**config.mk**
```make
export PLATFORM = sky130hd
export DESIGN_NAME = sq_wave_gen_flat
export DESIGN_NICKNAME = d
export VERILOG_FILES = /design/src/rtl/sq_wave_gen_if.sv /design/src/rtl/sq_wave_gen.sv /design/src/flat_wrapper.sv
export SDC_FILE = /design/constraint.sdc
export NUM_CORES = 1
export LEC_CHECK = 0
export BUFFER_PORTS_ARGS = -buffer_cell sky130_fd_sc_hd__clkbuf_2
export CAP_MARGIN = 5
export CORE_MARGIN = 1.5
export CORE_UTILIZATION = 36
export DETAILED_ROUTE_END_ITERATION = 6
export GPL_TIMING_DRIVEN = 0
export HOLD_SLACK_MARGIN = 0.15
export PLACE_DENSITY = 0.52
export SYNTH_ARGS = -nofsm -noshare
export SYNTH_HDL_FRONTEND = slang
export SYNTH_SLANG_ARGS = --single-unit
```
**constraint.sdc**
```tcl
create_clock -name CLOCK_50 -period 5.9 [get_ports CLOCK_50]
set_input_delay 0.885 -clock CLOCK_50 [delete_from_list [all_inputs] [get_ports CLOCK_50]]
set_output_delay 0.885 -clock CLOCK_50 [all_outputs]
set_load 0.02 [all_outputs]
```
**src/rtl/sq_wave_gen_if.sv**
```systemverilog
// ---------------------------------------------------------------------------
// sq_wave_gen_if
//   Control/status bundle for the programmable square-wave source.
//   master : the controller (drives enable/load/half_period, observes status)
//   slave  : the generator itself
//
//   enable       1 = generate, 0 = stop cleanly at logic low
//   load         single-cycle strobe capturing half_period
//   half_period  CLOCK_50 cycles per half-period of clk_out (0 means 1)
//   clk_out      generated square wave (registered)
//   busy         1 while the generator is not idle
//   edge_count   rising edges of clk_out since reset; present only when the
//                macro SQGEN_EDGE_COUNT_EN is defined
// ---------------------------------------------------------------------------
interface sq_wave_gen_if #(
    parameter int DIV_W = 32
);
    logic             enable;
    logic             load;
    logic [DIV_W-1:0] half_period;
    logic             clk_out;
    logic             busy;
`ifdef SQGEN_EDGE_COUNT_EN
    logic [31:0]      edge_count;

    modport master (output enable, load, half_period, input clk_out, busy, edge_count);
    modport slave  (input enable, load, half_period, output clk_out, busy, edge_count);
`else
    modport master (output enable, load, half_period, input clk_out, busy);
    modport slave  (input enable, load, half_period, output clk_out, busy);
`endif
endinterface

```
**src/rtl/sq_wave_gen.sv**
```systemverilog
// ---------------------------------------------------------------------------
// sq_wave_gen
//   Programmable square-wave source. Produces clk_out at
//   CLK_HZ / (2 * half-period) from CLOCK_50. Starting and stopping are
//   glitch-free (the output always parks low) and new half-periods are only
//   applied on half-period boundaries, so no runt pulses are emitted.
//
//   Optional feature macro: SQGEN_EDGE_COUNT_EN
//     defined   -> 32-bit edge_count of registered clk_out rising edges
//     undefined -> counter and port absent, all else identical
//
// Ports
//   CLOCK_50  in   system clock, all logic on its rising edge
//   reset     in   asynchronous active-low reset (0 = reset)
//   bus       slave modport of sq_wave_gen_if:
//               enable, load, half_period  (in)
//               clk_out, busy, edge_count  (out)
// ---------------------------------------------------------------------------
module sq_wave_gen #(
    parameter int unsigned      CLK_HZ   = 50_000_000,
    parameter int               DIV_W    = 32,
    parameter logic [DIV_W-1:0] DEF_HALF = DIV_W'(25)
) (
    input  logic           CLOCK_50,
    input  logic           reset,
    sq_wave_gen_if.slave   bus
);

    // Elaboration-time sanity checks on the configuration.
    if (CLK_HZ < 2) begin : g_clk_hz_check
        $error("sq_wave_gen: CLK_HZ must be at least 2");
    end
    if (DEF_HALF == '0) begin : g_def_half_check
        $error("sq_wave_gen: DEF_HALF must be non-zero");
    end

    typedef enum logic {
        IDLE = 1'b0,
        RUN  = 1'b1
    } state_t;

    state_t           state_reg,   state_next;
    logic [DIV_W-1:0] active_reg,  active_next;
    logic [DIV_W-1:0] shadow_reg,  shadow_next;
    logic             pend_reg,    pend_next;
    logic [DIV_W-1:0] cnt_reg,     cnt_next;
    logic             clk_out_reg, clk_out_next;
    logic             busy_reg,    busy_next;

    logic [DIV_W-1:0] clamped;
    logic [DIV_W-1:0] reload_half;
    logic             boundary;

    // ------------------------------------------------------------------
    // State register
    // ------------------------------------------------------------------
    always_ff @(posedge CLOCK_50 or negedge reset) begin
        if (!reset) begin
            state_reg   <= IDLE;
            active_reg  <= DEF_HALF;
            shadow_reg  <= '0;
            pend_reg    <= 1'b0;
            cnt_reg     <= '0;
            clk_out_reg <= 1'b0;
            busy_reg    <= 1'b0;
        end else begin
            state_reg   <= state_next;
            active_reg  <= active_next;
            shadow_reg  <= shadow_next;
            pend_reg    <= pend_next;
            cnt_reg     <= cnt_next;
            clk_out_reg <= clk_out_next;
            busy_reg    <= busy_next;
        end
    end

    // ------------------------------------------------------------------
    // Next-state / datapath
    // ------------------------------------------------------------------
    always_comb begin
        state_next   = state_reg;
        active_next  = active_reg;
        shadow_next  = shadow_reg;
        pend_next    = pend_reg;
        cnt_next     = cnt_reg;
        clk_out_next = clk_out_reg;

        // A zero half-period would stall the counter; treat it as 1.
        clamped     = (bus.half_period == '0) ? DIV_W'(1) : bus.half_period;
        boundary    = (cnt_reg == '0);
        // A pending value is committed at the boundary and used for this
        // very reload, so the reload must see it before active updates.
        reload_half = pend_reg ? shadow_reg : active_reg;

        case (state_reg)
            IDLE: begin
                clk_out_next = 1'b0;
                if (bus.load) begin
                    active_next = clamped;
                end
                if (bus.enable) begin
                    state_next = RUN;
                    // A load coinciding with the start is honoured at once.
                    cnt_next   = (bus.load ? clamped : active_reg) - DIV_W'(1);
                end
            end

            RUN: begin
                if (!boundary) begin
                    cnt_next = cnt_reg - DIV_W'(1);
                end else begin
                    if (pend_reg) begin
                        active_next = shadow_reg;
                        pend_next   = 1'b0;
                    end
                    if (clk_out_reg) begin
                        // The high phase always completes, enable or not.
                        clk_out_next = 1'b0;
                        cnt_next     = reload_half - DIV_W'(1);
                    end else if (bus.enable) begin
                        clk_out_next = 1'b1;
                        cnt_next     = reload_half - DIV_W'(1);
                    end else begin
                        // Stop at the end of a low phase; cnt stays at zero.
                        state_next = IDLE;
                    end
                end

                // Loads while running wait in the shadow until the first
                // boundary strictly after the load cycle. If this edge is the
                // one that parks the generator, write active directly instead
                // so the value is not stranded in the shadow.
                if (bus.load) begin
                    if (boundary && !clk_out_reg && !bus.enable) begin
                        active_next = clamped;
                        pend_next   = 1'b0;
                    end else begin
                        shadow_next = clamped;
                        pend_next   = 1'b1;
                    end
                end
            end

            default: begin
                state_next   = IDLE;
                clk_out_next = 1'b0;
            end
        endcase

        busy_next = (state_next == RUN);
    end

    assign bus.clk_out = clk_out_reg;
    assign bus.busy    = busy_reg;

`ifdef SQGEN_EDGE_COUNT_EN
    // Counts registered 0->1 transitions; wraps modulo 2^32 and is only
    // cleared by reset.
    logic [31:0] edge_count_reg;

    always_ff @(posedge CLOCK_50 or negedge reset) begin
        if (!reset) begin
            edge_count_reg <= '0;
        end else if (clk_out_next && !clk_out_reg) begin
            edge_count_reg <= edge_count_reg + 32'd1;
        end
    end

    assign bus.edge_count = edge_count_reg;
`endif

endmodule

```
**src/flat_wrapper.sv**
```systemverilog
// flat-port wrapper written by rule: the top's interface ports become plain ports
module sq_wave_gen_flat 
#(
    parameter int unsigned      CLK_HZ   = 50_000_000,
    parameter int               DIV_W    = 32,
    parameter logic [DIV_W-1:0] DEF_HALF = DIV_W'(25)
)
  (CLOCK_50, reset, bus_enable, bus_load, bus_half_period, bus_clk_out, bus_busy);
  sq_wave_gen_if #(.DIV_W(DIV_W)) bus_i ();
  input  logic CLOCK_50;
  input  logic reset;
  input wire logic [$bits(bus_i.enable)-1:0] bus_enable;
  input wire logic [$bits(bus_i.load)-1:0] bus_load;
  input wire logic [$bits(bus_i.half_period)-1:0] bus_half_period;
  output wire logic [$bits(bus_i.clk_out)-1:0] bus_clk_out;
  output wire logic [$bits(bus_i.busy)-1:0] bus_busy;
  assign bus_i.enable = bus_enable;
  assign bus_i.load = bus_load;
  assign bus_i.half_period = bus_half_period;
  assign bus_clk_out = bus_i.clk_out;
  assign bus_busy = bus_i.busy;
  sq_wave_gen #(.CLK_HZ(CLK_HZ), .DIV_W(DIV_W), .DEF_HALF(DEF_HALF)) u_core (.CLOCK_50(CLOCK_50), .reset(reset), .bus(bus_i));
endmodule
```
==> impl.org <==
** Logic synthesis
- By count the netlist is led by dfrtp_1 (96), mux2_2 (70), nand2_1 (68), nor2_1 (53), a21oi_1 (52).
- Synth Register Bits :: a little under 100
- For this run, asynchronously set or reset flops after synthesis account for 100%.
- Dominant register cell in the synthesized netlist :: dfrtp_1
- A synthesized cell averages 9.41 µm².
- Post-Syn Instances :: approximately 700
- Xor and xnor area share after synthesis :: under 10%
- In the post-synthesis netlist, the biggest area contributors are dfrtp_1 (37%), mux2_2 (12%), mux2i_1 (7.7%).
- Summing the areas of all fa, ha and maj instances in the mapped netlist gives less than 1% of the synthesized area.
- The biggest area contributor in the post-synthesis netlist is dfrtp_1.
- Distinct cell type count of the synthesized netlist :: 67
- The number of nets handed over by synthesis was 731.
- Yosys synthesis warning count :: 0
- The cell area that synthesis handed to floorplanning was 6530 µm².
- After Yosys synthesis, and, or, nand and nor cells account for approximately 15% of the synthesized area.
- Summed over its instances, the top area cell type makes up a little under two fifths of the synthesized netlist area.
- By area, the combinational part of the netlist is dominated by multiplexers.
- Fraction of synthesized area in multiplexers :: 20.6%
- Portion of the post-synthesis area used by sequential elements :: 38.0%
- Compound-gate portion of the synthesized area :: between 10% and 20%
- Counting flops with a built-in enable in the synthesized netlist gives 0.
- dfrtp_1 is the most common cell in the netlist.

** Critical path
- In this run the critical register-to-register path is launched from u_core.cnt_reg[26]$_DFFE_PN0P_.
- The critical path starts at u_core.cnt_reg[26]$_DFFE_PN0P_.
- Category of the critical setup timing path :: register to register
- In this run the critical register-to-register path is captured at u_core.active_reg[20]$_DFF_PN0_.
- The worst setup path is launched from a register.
- The worst register-to-register path has a depth of 9.
- Data arrival time of the critical path :: about 3.7 ns
- In this run the worst path has a maximum fanout of 10.
- Kind of end point of the critical path :: register
- The worst register-to-register path has a setup slack of about 2.4 ns.
- STA puts the critical path data required time at roughly 6.1 ns.

** Clock network
- Post-CTS setup-driven buffer insertion count :: 0
- Reg clk slew, reported paths :: about 0.07 ns
- Clk Tree Root Cell :: clkbuf_16
- Hold-fix buffers, CTS :: 0
- The number of clock buffers added by TritonCTS is 9.
- Worst-Skew Late Latency :: about 0.35 ns
- TritonCTS built the clock tree.
- Post-CTS sizing :: 0
- Depth of the CTS H-tree :: 3
- CTS Sinks :: between 90 and 100
- The longest clock path from root to sink contains 2 buffers.

** Cells and area
- Layout area overhead :: 12.2%
- Share of cells above drive strength 1 :: 22.9%
- Non-filler instance count after layout :: between 900 and 1000
- 0 antenna diodes ended up in the layout.
- The net count of the finished layout is slightly below 800.
- The finished cells cover 7330 µm².

** Pwr
- The internal portion of the total power is ~1.5 mW.
- Combinational logic is responsible for 33.3% of the overall power.
- Pwr per Cell Area :: around 320 nW/µm²
- The completed layout was analyzed and its total power is between 2 and 2.5 mW.
- Net switching is between 30% and 40% of the power.
- Power share of the sequential group :: about two fifths
- Static power due to leakage :: between 3 and 4 nW
- The analysis attributes to net switching a power of about 0.85 mW.
- The worst-case IR drop observed on VDD is ~0.00012 V.
- The share of total power dissipated in the clock network is between 20% and 30%.

** GRT
- Number of global-route vias before repair :: 5635
- For this run the aggregate overflow at the end of global routing stands at 0.
- The first global-routing pass estimated between 30000 and 40000 µm of wire.
- Global routing used 24.0% of the available tracks across all layers.
- Entering global routing, the biggest net connects 100 pins.
- The initial antenna violation count came to 0.

** Routing
- After detailed routing, the number of remaining DRC violations is 0.
- After detailed routing, the number of vias per cell comes to 5.92.
- In the final routed layout, each cell accounts on average for 22.6 µm.
- Summed over all layers, the routed wires come to 22000 µm.
- Before antenna repair, the detailed router went through 5 iterations.
- In this run the remaining antenna-violating nets after routing total 0.
- Via count :: approximately 5800
- The detailed router finished its first iteration with 550 violations.

** Floorplan
- Die width :: approximately 140 µm
- Effective utilization at floorplan :: 36.5%
- The core region is 17900 µm².
- The floorplan step set the die height to between 100 and 150 µm.
- The die covers ~19000 µm².
- In this run the count of I/O pins placed on the die edge is 38.
- The initialized floorplan defines between 40 and 50 standard-cell rows.

** Flow run
- The tool flagged a number of max-cap violations equal to 0.

** STA
- Final slew viol count :: 0
- For the finished layout, the period the worst path requires is between 3 and 4 ns.
- Setup violations remaining at the end of the flow were counted as 0.
- Setup repair after global routing left no endpoint under its margin.
- Headroom to the max-slew limit :: 41.6%
- After routing, the total negative slack on setup checks comes to 0 ns.
- At the pin with the least slew margin, the transition time is 0.876 ns.
- Crit share post-route :: about three fifths
- The hold violation total from the final report is 0.
- For the final database, setup skew stands at 0.00947 ns.
- Highest attainable clock frequency :: between 200 and 300 MHz

** Placed design
- In this run the tool buffered the top-level ports with 36 buffer cells.
- Routability-driven placement congestion ratio :: 0.908
- # placed instances :: 959
- Post-DP Area :: approximately 7000 µm²
- HPWL after DPL :: 16500 µm

** Hold path
- Origin of the worst min-delay path :: u_core.cnt_reg[30]$_DFFE_PN0P_
- Hold-critical path depth :: 2
- Worst hold endpoint :: u_core.cnt_reg[30]$_DFFE_PN0P_
- In this run the worst hold path is classified as register to register.

** Run status
- Result of the run :: finished, final reports clean
==> cell type report <==
type	instances	area, µm²
Fill cell	1807	10600
Multi-Input combinational cell	524	3720
Sequential cell	99	2480
Tap cell	229	287
Clock buffer	13	270
Buffer	47	244
Timing Repair Buffer	37	196
Inverter	24	90.1
Clock inverter	3	45.0
==> cells by family (layout without fill, tap and decap cells) <==
| kind of cell | count (synthesis) | count (layout) |
|---|---|---|
| adders and majority gates | 1 | 1 |
| AOI/OAI and AO/OA | 182 | 182 |
| buffers and inverters | 71 | 124 |
| muxes | 124 | 124 |
| xor gates and xnor gates | 21 | 21 |
| and+or+nand+nor | 196 | 196 |
| DFF | 99 | 99 |
==> metal layers <==
metal | up-vias | global-route usage [%] | part of all wire [%]
met5 | - | 0 | 0
met4 | 0 | 7.18 | 1.8
met3 | 32 | 2.69 | 4.4
met2 | 193 | 36.5 | 44
met1 | 2876 | 35.6 | 49
li1 | 2673 | - | -
==> worst max-delay path by stage <==
stage	slack (ns)	cells after the start	end
global placement	2.16	13	u_core.cnt_reg[28]$_DFFE_PN0P_
global route	2.14	10	u_core.active_reg[5]$_DFF_PN0_
floorplan	2.75	13	u_core.cnt_reg[28]$_DFFE_PN0P_
CTS	2.13	8	u_core.active_reg[23]$_DFF_PN0_
detailed placement	2.14	13	u_core.cnt_reg[28]$_DFFE_PN0P_
finish	2.43	9	u_core.active_reg[20]$_DFF_PN0_
==> worst max-delay path, cell delays in order, from the launching register on <==
cell      delay [ns]
dfrtp_1         0.41
nor4_1          0.39
nand4_1         0.36
or2_0           0.32
clkbuf_1        0.18
clkbuf_1        0.32
nor4_1          0.48
clkbuf_1        0.51
nor3_1          0.11
a221o_1         0.27
==> cells in the final DEF (no fill, tap or decap), types with 14 or more instances in the layout <==
cell type  count
nand2_1       68
nor3_1        14
o21ai_1       15
a21oi_1       52
nor2_1        53
o21ai_0       35
nor4_1        21
inv_1         23
mux2_2        70
clkbuf_2      35
dfrtp_1       96
buf_2         15
xnor2_1       14
mux2i_1       50
clkbuf_1      19
==> stage by stage <==
stage | utilization [%] | hold WS, ns | worst slack [ns]
after floorplan | - | 0.470 | 2.75
after global placement | 39.1 | 0.490 | 2.16
after detailed placement | 39.2 | 0.499 | 2.14
after CTS | 40.9 | 0.518 | 2.13
after global routing | 41.0 | 0.534 | 2.14
final | 41.0 | 0.510 | 2.43
==> power groups by stage <==
| stage | clock network (mW) | registers (mW) | logic [mW] |
|---|---|---|---|
| after global routing | 0.677 | 0.917 | 0.849 |
| after CTS | 0.648 | 0.899 | 0.762 |
| after global placement | 0 | 0.909 | 0.751 |
| after detailed placement | 0 | 0.912 | 0.755 |
| final | 0.639 | 0.906 | 0.770 |
| after floorplan | 0 | 0.867 | 0.581 |
Note: power is estimated with default switching activity, not from simulation.
